[config.mk]
export PLATFORM = sky130hd
export DESIGN_NAME = arb3_grant_ctrl
export DESIGN_NICKNAME = d
export VERILOG_FILES = /design/src/rtl/arb3_grant_ctrl.sv
export SDC_FILE = /design/constraint.sdc
export NUM_CORES = 1
export LEC_CHECK = 0
export ABC_AREA = 1
export CAP_MARGIN = 20
export CORE_MARGIN = 2
export CORE_UTILIZATION = 54
export DETAILED_ROUTE_END_ITERATION = 8
export PLACE_DENSITY = 0.86
export SYNTH_ARGS = -nofsm -noshare
export SYNTH_HDL_FRONTEND = slang
export SYNTH_SLANG_ARGS = --single-unit
export TNS_END_PERCENT = 50
[constraint.sdc]
create_clock -name clk -period 1.71 [get_ports clk]
set_clock_uncertainty 0.15 [all_clocks]
set_input_delay 0.4275 -clock clk [delete_from_list [all_inputs] [get_ports clk]]
set_output_delay 0.4275 -clock clk [all_outputs]
set_load 0.03 [all_outputs]
[src/rtl/arb3_grant_ctrl.sv]
// Three-requester grant controller: registered one-hot grant, held until release,
// with fixed-priority or round-robin arbitration and a hold-time watchdog.
module arb3_grant_ctrl #(
    parameter int unsigned RR_MODE  = 0,
    parameter int unsigned MAX_HOLD = 8
) (
    input  logic       clk,
    input  logic       rst,
    input  logic [2:0] req,
    input  logic       done,
    output logic [2:0] gnt,
    output logic [1:0] gnt_id,
    output logic       gnt_valid,
    output logic       timeout
);

    typedef enum logic [1:0] {
        ST_IDLE    = 2'd0,
        ST_GRANT   = 2'd1,
        ST_RELEASE = 2'd2
    } state_e;

    // Watchdog fires on the MAX_HOLD-th grant cycle, i.e. when the counter reads MAX_HOLD-1.
    localparam bit         WD_EN    = (MAX_HOLD != 32'd0);
    localparam logic [7:0] WD_LIMIT = (MAX_HOLD == 32'd0) ? 8'd0 : 8'(MAX_HOLD - 32'd1);

    state_e     state_q, state_d;
    logic [2:0] gnt_q, gnt_d;
    logic [1:0] gnt_id_q, gnt_id_d;
    logic       gnt_valid_q, gnt_valid_d;
    logic       timeout_q, timeout_d;
    logic [7:0] hold_cnt_q, hold_cnt_d;
    logic [1:0] owner_q, owner_d;
    logic [1:0] last_q, last_d;
    logic [1:0] win_s;
    logic       wd_hit_s;
    logic       rel_s;

    function automatic logic [1:0] dec3(input logic [1:0] x);
        return (x == 2'd0) ? 2'd2 : (x - 2'd1);
    endfunction

    function automatic logic [1:0] pick_fixed(input logic [2:0] r);
        logic [1:0] w;
        if (r[2]) begin
            w = 2'd2;
        end else if (r[1]) begin
            w = 2'd1;
        end else begin
            w = 2'd0;
        end
        return w;
    endfunction

    // Descending search starting at (last+2) mod 3, so the last winner is tried last.
    function automatic logic [1:0] pick_rr(input logic [2:0] r, input logic [1:0] last);
        logic [1:0] c0;
        logic [1:0] c1;
        logic [1:0] c2;
        logic [1:0] w;
        case (last)
            2'd0:    c0 = 2'd2;
            2'd1:    c0 = 2'd0;
            2'd2:    c0 = 2'd1;
            default: c0 = 2'd2;
        endcase
        c1 = dec3(c0);
        c2 = dec3(c1);
        if (r[c0]) begin
            w = c0;
        end else if (r[c1]) begin
            w = c1;
        end else begin
            w = c2;
        end
        return w;
    endfunction

    // Next-state and registered-output computation.
    always_comb begin
        state_d     = state_q;
        gnt_d       = gnt_q;
        gnt_id_d    = gnt_id_q;
        gnt_valid_d = gnt_valid_q;
        timeout_d   = 1'b0;
        hold_cnt_d  = hold_cnt_q;
        owner_d     = owner_q;
        last_d      = last_q;
        win_s       = (RR_MODE != 32'd0) ? pick_rr(req, last_q) : pick_fixed(req);
        wd_hit_s    = WD_EN && (hold_cnt_q == WD_LIMIT);
        rel_s       = done || !req[owner_q];
        case (state_q)
            ST_IDLE: begin
                if (req != 3'b000) begin
                    state_d     = ST_GRANT;
                    gnt_d       = 3'b001 << win_s;
                    gnt_id_d    = win_s;
                    gnt_valid_d = 1'b1;
                    owner_d     = win_s;
                    last_d      = win_s;
                    hold_cnt_d  = 8'd0;
                end else begin
                    state_d = ST_IDLE;
                end
            end
            ST_GRANT: begin
                if (rel_s || wd_hit_s) begin
                    state_d     = ST_RELEASE;
                    gnt_d       = 3'b000;
                    gnt_id_d    = 2'd0;
                    gnt_valid_d = 1'b0;
                    timeout_d   = wd_hit_s && !rel_s;
                end else if (hold_cnt_q != 8'hFF) begin
                    hold_cnt_d = hold_cnt_q + 8'd1;
                end else begin
                    hold_cnt_d = hold_cnt_q;
                end
            end
            ST_RELEASE: begin
                state_d     = ST_IDLE;
                gnt_d       = 3'b000;
                gnt_id_d    = 2'd0;
                gnt_valid_d = 1'b0;
            end
            default: begin
                state_d     = ST_IDLE;
                gnt_d       = 3'b000;
                gnt_id_d    = 2'd0;
                gnt_valid_d = 1'b0;
            end
        endcase
    end

    // State and output registers.
    always_ff @(posedge clk or posedge rst) begin
        if (rst) begin
            state_q     <= ST_IDLE;
            gnt_q       <= 3'b000;
            gnt_id_q    <= 2'd0;
            gnt_valid_q <= 1'b0;
            timeout_q   <= 1'b0;
            hold_cnt_q  <= 8'd0;
            owner_q     <= 2'd0;
            last_q      <= 2'd0;
        end else begin
            state_q     <= state_d;
            gnt_q       <= gnt_d;
            gnt_id_q    <= gnt_id_d;
            gnt_valid_q <= gnt_valid_d;
            timeout_q   <= timeout_d;
            hold_cnt_q  <= hold_cnt_d;
            owner_q     <= owner_d;
            last_q      <= last_d;
        end
    end

    assign gnt       = gnt_q;
    assign gnt_id    = gnt_id_q;
    assign gnt_valid = gnt_valid_q;
    assign timeout   = timeout_q;

endmodule
==> results.cfg, run 1 <==
[outcome]
outcome = finished clean

[timing]
finalHoldViolCount = 0
fmax_ghz = 0.618
tightest_slew_ps = 337
fin_ws_ps = 90.7
relSlewSlack_pct = 77.5
rsz0062_at_grt = true
finalSetupViolations = 0
min_period_ps = 1620
slew_viol_final = 0
fin_crit_sh_pct = 94.7

[clock_network]
postCtsSetupBuffers = 0
cts_tree = built
cts_made_buffers = 3
cts_root_buffer = clkbuf_4
clkLatencyLatePin_ps = 290
ctsHoldBuffers = 0
h-tree-depth = 1
clk_pin_slew_ps = 110
cts-resized-gates = 9
clock-sinks = 19
cts_buffer_depth = 2

[finish]
multiInputGateArea_sq_um = 604
syn_to_final_growth_pct = 19.8
final_util_pct = 69.0
design_area_sq_um = 1370
antenna_cells = 0
fin_cells = 196
drive_above_1_share_pct = 17.8
seqCellArea_sq_um = 475
fin_nets = 178
nFillCells = 161

[yosys]
async_reset_ff_share_pct = 100
synth_edf_count = 0
ys_ff_latch = 19
synth_cells = 147
synthFlopType = dfrtp_1
synth_top_area_share_pct = 41.7
yosysSeqAreaShare_pct = 41.7
yosysWarnings = 0
synth_commonest_cells = nand2_1, dfrtp_1, inv_1
yosysMostFrequentCell = nand2_1
ys_types = 23
avgSynthCellArea_sq_um = 7.76
synth_area_leaders = dfrtp_1, nand2_1, nand3_1, inv_1, nor2_1
synth_top_cell_by_area = dfrtp_1
syn-cell-area_sq_um = 1140
syn-num-nets = 155

[route]
drt_wl_total_mm = 2.37
routed-wl-met2_mm = 1.22
viasPerCell = 5.08
wire_per_inst_um = 12.1
top_layer = met4
route.detailed.drc = 0
vias = 996
first_pass_iters = 4
drt-initial-drc-count = 22
wl_met1_mm = 1.06
wl_met3_um = 81
ant_nets = 0

[global_route]
grt_pass1_wl_mm = 4.11
grt_use_total_pct = 21.5
antenna_found_initial = 0
grt_pass1_vias = 937
grt_overflow = 0
grt_max_degree = 20

[die]
die_h_um = 50.0
start_util_pct = 57.6
rows = 16
design.die.area_sq_um = 2500
core_sq_um = 1980
io_pins = 13
die_w_um = 50.0

[power_and_ir_drop]
power.density_nw_per_um2 = 1210
vdd_drop_max_v = 0.000872
p_leak_nw = 0.749

[place]
pre_cts_slack_ps = -340
hpwl_mm = 1.80
globalplace.congestion = 0.954
place_area_sq_um = 1340
port-buffer-count = 12
dpl.cell_count = 192

[worst_hold_path]
hold_path_class = input pin to async pin

[critical_path]
cp_max_fo = 2
path_delay_family = buffers and inverters
critPathBufInv = 1
cp_slowest_cell = dlygate4sd2_1
cp.arrival_ps = 1040
slowest_delay_ps = 410
critPathLaunchType = flop
worstSetupPathType = flop to primary output
path_cells = dlygate4sd2_1
cp-end-kind = primary output
worstPathRequired_ps = 1130

[run]
max-cap-violations = 0
## routing by layer
metal	track usage, %	up-vias
li1	-	508
met1	27.7	470
met2	36.4	16
met3	3.94	2
met4	6.48	0
met5	0	-
## metrics by stage
stage          total power [mW]  hold slack [ps]  TNS (ps)
2_1_floorplan              1.19              229         0
3_3_place_gp               1.44              305     -3870
3_5_place_dp               1.48              310     -4770
4_1_cts                    1.66              293         0
5_1_grt                    1.78              330     -84.9
6_report                   1.66              284         0
## worst paths after layout
check | startpoint | endpoint | slack [ps] | cells after the start
hold / removal | rst | hold_cnt_q[5] | 280 | 3
min in group clk | gnt[0] | gnt[0] | 330 | 2
hold reg to reg | gnt[0] | gnt[0] | 330 | 2
max in group asynchronous | rst | owner_q[1] | 910 | 3
setup / recovery | gnt_id[0] | gnt_id[0] | 90 | 1
setup reg to reg | hold_cnt_q[0] | hold_cnt_q[1] | 100 | 7
## cell families (layout without fill, tap and decap cells)
group	count (synthesis)	in the layout	synth area share, %
AND/OR/NAND/NOR	102	102	45.1
flip-flops	19	19	41.7
buffers and inverters	19	41	6.25
AO/OA/AOI/OAI	4	4	4.06
adder cells (fa/ha/maj)	2	2	2.19
XOR/XNOR	1	1	0.768
## power by group
part | switching (mW) | leakage [nW] | internal [mW] | total [mW]
registers | 0.101 | 0.253 | 0.559 | 0.661
logic | 0.505 | 0.481 | 0.266 | 0.771
clock network | 0.134 | 0.0150 | 0.0906 | 0.225
total | 0.741 | 0.749 | 0.915 | 1.66
## worst reg2reg max path: cells and delay by family (launching register included)
kind                     cells  cell delay (ps)
flip-flops                   1              430
adder cells (fa/ha/maj)      1              190
AND/OR/NAND/NOR              6              730
## state kept, by name (all words and copies together) (netlist names)
register,cells
gnt_id,2
gnt_valid,1
hold_cnt_q,8
owner_q,2
gnt,3
timeout,1
state_q,2
## placed cells by master, fill, tap and decap left out
| cell type | netlist | final |
|---|---|---|
| nand2_1 | 53 | 53 |
| nand3_2 | 3 | 4 |
| xor2_1 | 1 | 1 |
| ha_2 | 0 | 1 |
| nor2_4 | 3 | 3 |
| dfrtp_1 | 19 | 19 |
| nor2_1 | 12 | 11 |
| clkdlybuf4s50_1 | 0 | 2 |
| clkbuf_1 | 0 | 1 |
| nand2_2 | 2 | 2 |
| nand3b_1 | 2 | 2 |
| a21oi_2 | 1 | 1 |
| inv_1 | 17 | 17 |
| nor2_2 | 2 | 3 |
| o21bai_1 | 1 | 1 |
| dlygate4sd2_1 | 0 | 9 |
| nor3b_1 | 2 | 2 |
| buf_4 | 0 | 6 |
| nand3_1 | 15 | 14 |
| dlymetal6s2s_1 | 0 | 1 |
| inv_2 | 2 | 2 |
| nand4_1 | 2 | 2 |
| o21ai_2 | 1 | 1 |
| o31ai_4 | 1 | 1 |
| ha_1 | 2 | 1 |
| nand3b_4 | 1 | 1 |
| nand2_4 | 1 | 1 |
| nor3_1 | 3 | 3 |
| nand3_4 | 1 | 1 |
| clkbuf_4 | 0 | 3 |
## final cells by class
cell class,count,area share [%]
sequential,19,34.8
timing repair buffer,18,11.4
clock buffer,4,1.92
tap,27,2.47
inverter,19,5.22
multi-input combinational,109,44.2
Note: power is estimated with default switching activity, not from simulation.
==> inputs of run 2 (changes only) <==
--- a/config.mk
+++ b/config.mk
@@ -8,9 +8,9 @@
 export ABC_AREA = 1
 export CAP_MARGIN = 20
 export CORE_MARGIN = 2
-export CORE_UTILIZATION = 54
+export CORE_UTILIZATION = 46
 export DETAILED_ROUTE_END_ITERATION = 8
-export PLACE_DENSITY = 0.86
+export PLACE_DENSITY = 0.76
 export SYNTH_ARGS = -nofsm -noshare
 export SYNTH_HDL_FRONTEND = slang
 export SYNTH_SLANG_ARGS = --single-unit
==> run 2 against run 1 <==
Cell area is 2.2% higher. Global-route usage shrank 0.67 points. Sequential power barely moved. Final cell count up 3.1%. Utilization is 11 points lower. Critical path depth stayed put.
==> results.cfg, run 2 (synthesis results as in run 1) <==
[die]
start_util_pct = 47.4
core_sq_um = 2410
die_w_um = 53.8
rows = 18
die_h_um = 53.8
design.die.area_sq_um = 2890
io_pins = 13

[critical_path]
cp_max_fo = 2
cp_num_cells = 1
r2r_slack_ps = 90
crit_end = gnt[2]
rr_worst_depth = 7
critPathLaunchType = flop
slowest_delay_ps = 400
reg2reg_from = hold_cnt_q[0]
worstPathRequired_ps = 1130
path_cells = dlygate4sd2_1
r2r_end = hold_cnt_q[3]
cp_slowest_cell = dlygate4sd2_1
crit_start = gnt[2]
cp-end-kind = primary output
critPathBufInv = 1
cp.arrival_ps = 1090
path_delay_family = buffers and inverters
worstSetupPathType = flop to primary output

[route]
wire_per_inst_um = 12.4
first_pass_iters = 4
drt_wl_total_mm = 2.50
drt-initial-drc-count = 14
ant_nets = 0
vias = 1041
viasPerCell = 5.15
route.detailed.drc = 0

[finish]
seqCellArea_sq_um = 475
multiInputGateArea_sq_um = 599
top_register = hold_cnt_q
syn_to_final_growth_pct = 22.5
nFillCells = 219
mostFrequentLayoutCells = nand2_1, dfrtp_1, inv_1
drive_above_1_share_pct = 18.6
largest_reg_flops = 8
design_area_sq_um = 1400
fin_nets = 181
final_util_pct = 58.0
antenna_cells = 0
layout.cells.most_common = nand2_1
fin_cells = 202

[global_route]
globalRoute.busiestLayer = met2
use_met3_pct = 3.06
grt_overflow = 0
use_met1_pct = 23.7
met2_usage_pct = 37.0
grt_pass1_vias = 1002
grt_use_total_pct = 20.8
antenna_found_initial = 0
grt_pass1_wl_mm = 4.24
grt_max_degree = 20

[timing]
fmax_ghz = 0.601
tightest_slew_ps = 361
fin_ws_ps = 45.7
fin_crit_sh_pct = 97.3
holdWs_ps = 282
finalHoldViolCount = 0
relSlewSlack_pct = 75.9
finalSetupTns_ps = 0
finalSetupViolations = 0
slew_viol_final = 0
min_period_ps = 1660

[place]
port-buffer-count = 12
pre_cts_slack_ps = -294
place_area_sq_um = 1340
hpwl_mm = 1.87
dpl.cell_count = 195
globalplace.congestion = 0.821

[power_and_ir_drop]
vdd_drop_max_v = 0.000662
power.density_nw_per_um2 = 1210
p_leak_nw = 0.785
total_power_mw = 1.70

[worst_hold_path]
hold_path_class = input pin to async pin

[clock_network]
clkLatencyLatePin_ps = 300
clock-sinks = 19
cts_made_buffers = 3
cts_tree = built
h-tree-depth = 1
cts_root_buffer = clkbuf_4
cts_buffer_depth = 2
clk_pin_slew_ps = 110

[outcome]
outcome = finished clean

[run]
max-cap-violations = 0
run 2: cell count changes in the layout (fill, tap and decap cells not counted), sizes merged:
cell          change
clkbuf            -1
dlymetal6s2s      +2
buf               +3
clkinv            +1
dlygate4sd2       -2
run 2: layer usage:
metal	vias up	routed length (um)
met2	23	1260
li1	516	-
met5	-	0
met3	4	81
met1	498	1100
met4	0	55
run 2: worst min-delay path by stage:
stage	from	endpoint	cells past startpoint
after floorplan	rst	gnt[0]	1
after global placement	gnt[1]	gnt[1]	2
after detailed placement	gnt[0]	gnt[0]	2
after CTS	rst	hold_cnt_q[0]	3
after global routing	rst	gnt_id[1]	3
final	rst	gnt_id[1]	3
run 2: what timing repair did:
item	in CTS	in global routing
buffers inserted	0	3
pin swaps	0	1
setup endpoints to repair	7	14
hold buffers	0	0
resized for setup	7	4
run 2: where the power goes:
part / leakage, nW / switching (mW) / total (mW) / internal, mW
Clock: 0.0177 / 0.148 / 0.235 / 0.0873
Combinational: 0.514 / 0.514 / 0.797 / 0.283
Sequential: 0.253 / 0.104 / 0.663 / 0.559
Total: 0.785 / 0.766 / 1.70 / 0.930
run 2: area by class of cell:
type / count / area share (%)
clock inverters: 1 / 0.358
multi-input cells: 109 / 42.9
flip-flops and latches: 19 / 34.0
well taps: 30 / 2.69
inverters: 19 / 5.10
clock buffers: 3 / 1.61
repair buffers: 21 / 13.3
==> inputs of run 3 (changes only) <==
--- a/config.mk
+++ b/config.mk
@@ -9,7 +9,9 @@
 export CAP_MARGIN = 20
 export CORE_MARGIN = 2
 export CORE_UTILIZATION = 46
+export CTS_BUF_LIST = sky130_fd_sc_hd__clkbuf_4 sky130_fd_sc_hd__clkbuf_8
 export DETAILED_ROUTE_END_ITERATION = 8
+export HOLD_SLACK_MARGIN = 0.05
 export PLACE_DENSITY = 0.76
 export SYNTH_ARGS = -nofsm -noshare
 export SYNTH_HDL_FRONTEND = slang
==> results of run 3 <==
No change in the layout: final DEF, timing and power equal those of run 2.
==> RTL change (settings of run 2) <==
`RR_MODE`: 0 -> 1.
--- a/src/rtl/arb3_grant_ctrl.sv
+++ b/src/rtl/arb3_grant_ctrl.sv
@@ -2,5 +2,5 @@
 // with fixed-priority or round-robin arbitration and a hold-time watchdog.
 module arb3_grant_ctrl #(
-    parameter int unsigned RR_MODE  = 0,
+    parameter int unsigned RR_MODE  = 1,
     parameter int unsigned MAX_HOLD = 8
 ) (
Formal check against the unedited RTL: not equivalent (a bounded check fails within 10 cycles, from zero or initial values and one cycle with rst high).
==> RTL change against run 2 <==
  * Total power rose by 38%
  * Combinational power rose by 83%
  * Routed wire length is 19% higher
  * Sequential cell count unchanged
  * Sequential share of layout area shrank 4.0 points
  * Largest power group unchanged
  * Area after synthesis rose by 3.0%
  * Maximum frequency barely moved
  * Design area grew 14%
  * Worst hold slack worse by 2.4 ps
  * Core utilization increased by 6.7 points
  * Critical path depth increased by 9
  * Setup slack gained 0.84 ps
==> RTL change: results (changes against run 2) <==
[setup_path]
crit_type = flop to flop  ; was flop to primary output
reg2reg_to = last_q[1]  ; was hold_cnt_q[3]
startpoint = last_q[1]  ; was gnt[2]
ff2ff_path_depth = 10  ; was 7
slowest_stage = dfrtp_2  ; was dlygate4sd2_1
ff2ff_setup_slack_ps = 50  ; was 90 ps
cpPeakStageDelay_ps = 460  ; was 400 ps
r2r_start = last_q[1]  ; was hold_cnt_q[0]
crit_arrival_ps = 1740  ; was 1090 ps
crit_fanout = 4  ; was 2

[finish]
area_delta_synth_final_pct = 35.2  ; was 22.5%
bufAreaShareNonClock = 0.154  ; was 0.133
drive_gt1_frac = 0.286  ; was 0.186
fillers = 220  ; was 219
final-clk-cell-share = 0.0173  ; was 0.0197
buffers_excl_clock = 29  ; was 21
inverters = 22  ; was 19
seq_area_um2 = 477  ; was 475 um2
multi_input_area_share = 0.451  ; was 0.429

[routing]
wl_met1_um = 1260  ; was 1100 um
routedWlPerCell_um = 13.0  ; was 12.4 um
wl_met3_um = 93  ; was 81 um
drt_iter0_drc = 27  ; was 14
via_per_inst = 5.00  ; was 5.15

[power]
peakVddDrop_mv = 1.03  ; was 0.662 mV
power_frac_clock = 0.097  ; was 0.139
pg_comb_mw = 1.46  ; was 0.797 mW
power_switching_mw = 1.10  ; was 0.766 mW
intPower_mw = 1.23  ; was 0.930 mW

[place]
routabilityCongestion = 0.837  ; was 0.821

[timing]
fin_crit_ps = 1660  ; about the same
worst_slew_pin_slew_ps = 316  ; was 361 ps
hold_ws_ps = 279  ; was 282 ps

[logic_synthesis]
ys_seq_area_frac = 0.405  ; was 0.417
syn_inst = 166  ; was 147
syn_area_um2 = 1170  ; was 1140 um2
synth_common_cells = 63 x nand2_1, 20 x inv_1, 19 x dfrtp_1, 19 x nand3_1, 11 x nor2_1  ; was 53 x nand2_1, 19 x dfrtp_1, 17 x inv_1
synth_nets = 177  ; was 155
yosysUniqueCellTypes = 20  ; was 23

[outcome]
outcome = finished clean  ; unchanged

[global_route]
met1_usage = 0.240  ; was 0.237
grt.total_usage = 0.205  ; was 0.208
grt_pass1_wl_um = 4400  ; was 4240 um
met2_usage = 0.378  ; was 0.370

==> RTL change: cell count changes after synthesis, sizes merged, moves of 2 or more <==
cell	before	now
nand3b	3	1
nor2	17	14
nand2	56	68
ha	2	5
inv	19	22
o21ai	1	6
a21oi	1	3
==> RTL change: critical path, delay by kind of cell (launching register included) <==
family | cells | cell delay (ps)
AND/OR/NAND/NOR | 6 | 490
flip-flops | 1 | 460
adder cells (fa/ha/maj) | 1 | 220
buffers and inverters | 2 | 190
AO/OA/AOI/OAI | 1 | 70
==> RTL change: cell families after synthesis <==
group | after synthesis | synth area share
buffers and inverters | 23 | 0.0745
AO/OA/AOI/OAI | 9 | 0.0383
adder cells (fa/ha/maj) | 5 | 0.0532
AND/OR/NAND/NOR | 110 | 0.429
flip-flops | 19 | 0.405
==> RTL change: what timing repair did <==
action / CTS / global route
hold endpoints to repair: 0 / 0
buffers inserted: 0 / 5
setup endpoints to repair: 14 / 16
gates cloned: 0 / 1
resized for setup: 9 / 32
pin swaps: 0 / 12
